**src/rtl/pll_lock_sequencer.sv**
```systemverilog
// Supervises the TMDS PLL from the 27 MHz crystal domain: pulses the PLL reset, qualifies lock,
// retries on timeout and holds sys_rst until lock is stable. Optional macro: LOCK_GLITCH_FILTER_EN.
module pll_lock_sequencer #(
    parameter int unsigned PLL_RST_CYCLES = 16,
    parameter int unsigned TIMEOUT_CYCLES = 270000,
    parameter int unsigned STABLE_CYCLES  = 4096,
    parameter int unsigned CNT_W          = 20
) (
    input  logic       clk,
    input  logic       rst,
    input  logic       lock,
    output logic       pll_rst,
    output logic       sys_rst,
    output logic       ready,
    output logic [7:0] relock_cnt,
    output logic [1:0] state
);

    localparam logic [1:0] ST_RESET_PLL = 2'd0;
    localparam logic [1:0] ST_WAIT_LOCK = 2'd1;
    localparam logic [1:0] ST_STABLE    = 2'd2;
    localparam logic [1:0] ST_RUN       = 2'd3;

    localparam logic [CNT_W-1:0] PLL_RST_LAST = CNT_W'(PLL_RST_CYCLES - 1);
    localparam logic [CNT_W-1:0] TIMEOUT_LAST = CNT_W'(TIMEOUT_CYCLES - 1);
    localparam logic [CNT_W-1:0] STABLE_LAST  = CNT_W'(STABLE_CYCLES - 1);
    localparam logic [CNT_W-1:0] CNT_ONE      = CNT_W'(1);
    localparam logic [CNT_W-1:0] CNT_ZERO     = '0;
`ifdef LOCK_GLITCH_FILTER_EN
    localparam logic [CNT_W-1:0] LOSS_LAST    = CNT_W'(3);
`endif

    logic             lock_meta_q, lock_meta_d;
    logic             lock_s_q, lock_s_d;
    logic [1:0]       state_q, state_d;
    logic [CNT_W-1:0] cnt_q, cnt_d;
    logic             pll_rst_q, pll_rst_d;
    logic             sys_rst_q, sys_rst_d;
    logic             ready_q, ready_d;
    logic [7:0]       relock_cnt_q, relock_cnt_d;
    logic             lock_lost;

    // Two-flop synchronizer; nothing else looks at the raw lock pin.
    always_comb begin
        lock_meta_d = lock;
        lock_s_d    = lock_meta_q;
    end

    always_comb begin
        state_d      = state_q;
        cnt_d        = cnt_q + CNT_ONE;
        relock_cnt_d = relock_cnt_q;
        lock_lost    = 1'b0;

        case (state_q)
            ST_RESET_PLL: begin
                if (cnt_q == PLL_RST_LAST) begin
                    state_d = ST_WAIT_LOCK;
                    cnt_d   = CNT_ZERO;
                end
            end
            ST_WAIT_LOCK: begin
                // Lock is tested before the timeout so a late lock still wins the terminal cycle.
                if (lock_s_q) begin
                    state_d = ST_STABLE;
                    cnt_d   = CNT_ZERO;
                end else if (cnt_q == TIMEOUT_LAST) begin
                    state_d = ST_RESET_PLL;
                    cnt_d   = CNT_ZERO;
                end
            end
            ST_STABLE: begin
                if (!lock_s_q) begin
                    state_d = ST_WAIT_LOCK;
                    cnt_d   = CNT_ZERO;
                end else if (cnt_q == STABLE_LAST) begin
                    state_d = ST_RUN;
                    cnt_d   = CNT_ZERO;
                end
            end
            ST_RUN: begin
`ifdef LOCK_GLITCH_FILTER_EN
                // In RUN the counter tracks consecutive low cycles of the synchronized lock.
                if (lock_s_q) begin
                    cnt_d = CNT_ZERO;
                end else if (cnt_q == LOSS_LAST) begin
                    lock_lost = 1'b1;
                end
`else
                cnt_d = CNT_ZERO;
                if (!lock_s_q) begin
                    lock_lost = 1'b1;
                end
`endif
                if (lock_lost) begin
                    state_d = ST_RESET_PLL;
                    cnt_d   = CNT_ZERO;
                    if (relock_cnt_q != 8'hFF) begin
                        relock_cnt_d = relock_cnt_q + 8'd1;
                    end
                end
            end
            default: begin
                state_d = ST_RESET_PLL;
                cnt_d   = CNT_ZERO;
            end
        endcase
    end

    // Outputs are decoded from the next state so they change on the same edge as the state register.
    always_comb begin
        pll_rst_d = (state_d == ST_RESET_PLL);
        sys_rst_d = (state_d != ST_RUN);
        ready_d   = (state_d == ST_RUN);
    end

    always_ff @(posedge clk) begin
        if (rst) begin
            lock_meta_q  <= 1'b0;
            lock_s_q     <= 1'b0;
            state_q      <= ST_RESET_PLL;
            cnt_q        <= CNT_ZERO;
            pll_rst_q    <= 1'b1;
            sys_rst_q    <= 1'b1;
            ready_q      <= 1'b0;
            relock_cnt_q <= 8'd0;
        end else begin
            lock_meta_q  <= lock_meta_d;
            lock_s_q     <= lock_s_d;
            state_q      <= state_d;
            cnt_q        <= cnt_d;
            pll_rst_q    <= pll_rst_d;
            sys_rst_q    <= sys_rst_d;
            ready_q      <= ready_d;
            relock_cnt_q <= relock_cnt_d;
        end
    end

    assign pll_rst    = pll_rst_q;
    assign sys_rst    = sys_rst_q;
    assign ready      = ready_q;
    assign relock_cnt = relock_cnt_q;
    assign state      = state_q;

endmodule

```
**config.mk**
```make
export PLATFORM = sky130hd
export DESIGN_NAME = pll_lock_sequencer
export DESIGN_NICKNAME = d
export VERILOG_FILES = /design/src/rtl/pll_lock_sequencer.sv
export SDC_FILE = /design/constraint.sdc
export NUM_CORES = 1
export LEC_CHECK = 0
export CAP_MARGIN = 40
export CORE_ASPECT_RATIO = 1.4
export CORE_MARGIN = 3
export CORE_UTILIZATION = 49
export DETAILED_ROUTE_END_ITERATION = 10
export PLACE_DENSITY_LB_ADDON = 0.1
export SYNTH_ARGS = -nofsm -noshare
export SYNTH_HDL_FRONTEND = slang
export SYNTH_SLANG_ARGS = --single-unit
```
**constraint.sdc**
```tcl
create_clock -name clk -period 1.91 [get_ports clk]
set_clock_uncertainty 0.15 [all_clocks]
set_input_delay 0.2865 -clock clk [delete_from_list [all_inputs] [get_ports clk]]
set_output_delay 0.2865 -clock clk [all_outputs]
set_load 0.01 [all_outputs]
```
==> results of run 1 <==
per-layer routing:
layer	vias up	track usage
met3	13	0.0554
li1	695	-
met4	0	0.125
met5	-	0
met2	28	0.353
met1	636	0.228
synthesized netlist by cell type, types with 2 or more instances:
master	count
nand4_1	7
nor3_1	7
inv_1	8
buf_4	2
nand2_1	14
dfxtp_1	35
clkbuf_1	3
nand3_1	8
nor2_1	36
xnor2_1	14
and3_1	2
a311oi_1	3
or4_1	3
nor4_1	3
nor2b_1	2
ha_1	2
xor2_1	11
area by class of cell:
cell class,count,area [um2]
fill,211,763
timing repair buffer,47,402
clock buffer,6,72.6
clock inverter,2,12.5
multi-input combinational,128,900
sequential,35,709
tap,37,46.3
inverter,8,30.0
power by group through the flow:
stage	Combinational, mW	Clock [mW]	Sequential [mW]
2_1_floorplan	0.0228	0	0.759
3_3_place_gp	0.0469	0	0.758
3_5_place_dp	0.0474	0	0.758
4_1_cts	0.0556	0.529	0.742
5_1_grt	0.0700	0.561	0.745
6_report	0.0630	0.520	0.744
critical path: stages, from the launching register on:
cell and delay (ps):
dfxtp_2 320, or4_4 570, nor3_4 170, a311oi_2 130, o31ai_2 300, buf_4 170, buf_6 120, nor2_1 50
sequential cells by signal, summed over array words and instances, names as in the netlist:
signal / flops
cnt_q: 20
lock_meta_q: 1
lock_s_q: 1
pll_rst: 1
ready: 1
relock_cnt: 8
state: 2
sys_rst: 1
worst max-delay path by stage:
| stage | cells past startpoint | start | end | slack (ps) |
|---|---|---|---|---|
| finish | 7 | cnt_q[15] | cnt_q[7] | -170 |
| detailed placement | 6 | cnt_q[13] | cnt_q[14] | -170 |
| global placement | 6 | cnt_q[13] | cnt_q[17] | -140 |
| CTS | 7 | cnt_q[15] | cnt_q[12] | -110 |
| floorplan | 6 | cnt_q[13] | cnt_q[4] | 10 |
| global route | 7 | cnt_q[15] | cnt_q[5] | -270 |
stage by stage:
step                worst slack [ps]   util  power [mW]  TNS [ps]
floorplan                       12.7      -       0.782         0
global placement                -139  0.654       0.805     -2440
detailed placement              -169  0.654       0.806     -2930
CTS                             -113  0.714        1.33     -2030
global route                    -274  0.740        1.38     -5030
finish                          -169  0.740        1.33     -2890
cells by family (layout without fill, tap and decap cells):
| group | count (synthesis) | in the layout | synth area share |
|---|---|---|---|
| and+or+nand+nor | 89 | 89 | 0.280 |
| DFF | 35 | 35 | 0.457 |
| xor gates and xnor gates | 25 | 25 | 0.143 |
| buffers and inverters | 13 | 63 | 0.0367 |
| AOI/OAI and AO/OA | 11 | 11 | 0.0604 |
| adders and majority gates | 2 | 2 | 0.0163 |
| muxes | 1 | 1 | 0.00653 |
cells in the final DEF (no fill, tap or decap), types with 2 or more instances in the layout:
cell type / n
nand4_1: 7
buf_4: 29
clkdlybuf4s50_1: 15
nand3_2: 2
nor4_4: 2
dfxtp_2: 7
nor2b_1: 2
nand2_1: 14
nor2_1: 28
nor2_2: 5
inv_1: 8
a311oi_2: 3
nor2_4: 4
xnor2_1: 14
or4_4: 3
nor3_1: 6
buf_6: 3
nand3_1: 6
nor4_1: 2
and3_1: 2
xor2_1: 11
dfxtp_1: 28
clkbuf_8: 5
what timing repair did:
| item | CTS | global route |
|---|---|---|
| pin swaps | 7 | 9 |
| hold endpoints to repair | 0 | 0 |
| endpoints found under the setup margin | 22 | 22 |
| buffers inserted | 3 | 2 |
| resized for setup | 16 | 22 |
| hold buffers | 0 | 0 |
| gates cloned | 1 | 0 |
==> impl_metrics.py, run 1 <==
metrics = {
    "outcome": {
        "outcome": "finished with violations",
        "violations": "setup timing",
    },
    "timing": {
        "setup_viol": 20,
        "layout_setup_ws_ps": -169,
        "fin_hold_ws_ps": 299,
        "finalHoldViolCount": 0,
        "max_freq_ghz": 0.481,
        "period_minus_slack_ps": 2080,
        "finalMaxSlewViolations": 0,
        "rsz0062_at_grt": "true",
        "timing.final.crit_share": 1.09,
        "worst-slew-pin-transition_ps": 515,
        "relSlewSlack": 0.648,
    },
    "power": {
        "p_switching_mw": 0.302,
        "power_density_mw_per_mm2": 611,
        "ir_worst_vdd_mv": 0.603,
        "seqPwrFrac": 0.561,
        "clockPowerShare": 0.391,
        "pwr-share-comb": 0.047,
        "netSwitchingFraction": 0.227,
        "leakagePower_nw": 0.791,
        "power.internal_mw": 1.03,
    },
    "placed_design": {
        "dpl.hpwl_mm": 2.50,
        "dpl_cell_area_mm2": 0.00192,
        "port_buffers": 15,
        "placed_cells": 251,
        "gp_congestion": 0.778,
    },
    "detailed_routing": {
        "firstDrtPassIters": 4,
        "antenna_left": 0,
        "routed_wl_mm": 3.54,
        "via_per_inst": 5.22,
        "wl_met3_um": 111,
        "m1WireLength_mm": 1.42,
        "wl_met2_mm": 1.88,
        "routed.top_layer": "met4",
        "first_iter_violations": 24,
        "drc": 0,
        "wl_per_cell_um": 13.5,
        "via_count": 1372,
    },
    "global_route": {
        "track_usage": 0.210,
        "overflow": 0,
        "grt_start_max_net_pins": 12,
        "grt_pass1_wl_mm": 5.93,
        "grt_pass1_vias": 1386,
        "antenna_found_initial": 0,
    },
    "setup_path": {
        "r2r-start": "cnt_q[15]",
        "r2r_end": "cnt_q[7]",
        "crit_fanout": 7,
        "r2r_slack_ps": -170,
        "cp-end-kind": "register",
        "worst_ep_arrival_time_ps": 2110,
        "startpoint_type": "register",
        "crit_type": "register to register",
        "worst-r2r-cell-count": 7,
        "critPathRequiredTime_ps": 1940,
    },
    "floorplanning": {
        "die_x_um": 53.3,
        "coreArea_mm2": 0.00294,
        "fp-row-count": 23,
        "io_pins": 16,
        "start_util": 0.522,
        "dieArea_mm2": 0.00384,
        "die_y_um": 72.2,
    },
    "finish": {
        "n_antenna_cell": 0,
        "stdcell_area_mm2": 0.00217,
        "instances_no_fill": 263,
        "syn2layout_area_growth_pct": 41.7,
        "drive_above_1_share": 0.305,
        "fin_nets": 230,
    },
    "worst_hold_path": {
        "hold_depth": 1,
        "min_path_type": "register to register",
        "whs_endpoint": "lock_s_q",
        "hp-start": "lock_meta_q",
    },
    "synthesis": {
        "seq_area_frac_synth": 0.457,
        "syn_area_per_cell_um2": 8.71,
        "syn_area_mm2": 0.00153,
        "synth.top_cell.area_share": 0.457,
        "netlist_instances": 176,
        "ys_ff_latch": 35,
        "yosys_warnings": 0,
        "synthArstFlopShare": 0,
        "synth_nets": 181,
        "synth.area.top_cells": "dfxtp_1, nor2_1, xnor2_1",
        "synth_top_cell_by_area": "dfxtp_1",
        "synth_cell_types": 33,
        "synth_edf_count": 0,
        "ys.flop_type": "dfxtp_1",
    },
    "clock_network": {
        "clockBufferDepth": 2,
        "tritoncts": "done",
        "cts.clk_slew.worst_paths_ps": 70,
        "root_buffer": "clkbuf_8",
        "cts.htree.levels": 2,
        "cts_buffers": 5,
        "insertion_delay_ps": 290,
        "cts.sinks": 35,
    },
    "flow_run": {
        "max_cap_viol_count": 0,
    },
}
No activity file was read; power rests on OpenSTA's default activity.
==> run 2: changes to the inputs <==
--- a/config.mk
+++ b/config.mk
@@ -11,6 +11,7 @@
 export CORE_UTILIZATION = 49
 export DETAILED_ROUTE_END_ITERATION = 10
 export PLACE_DENSITY_LB_ADDON = 0.1
+export SLEW_MARGIN = 10
 export SYNTH_ARGS = -nofsm -noshare
 export SYNTH_HDL_FRONTEND = slang
 export SYNTH_SLANG_ARGS = --single-unit
==> results of run 2 <==
Final layout, timing and power as in run 1 (identical DEF).
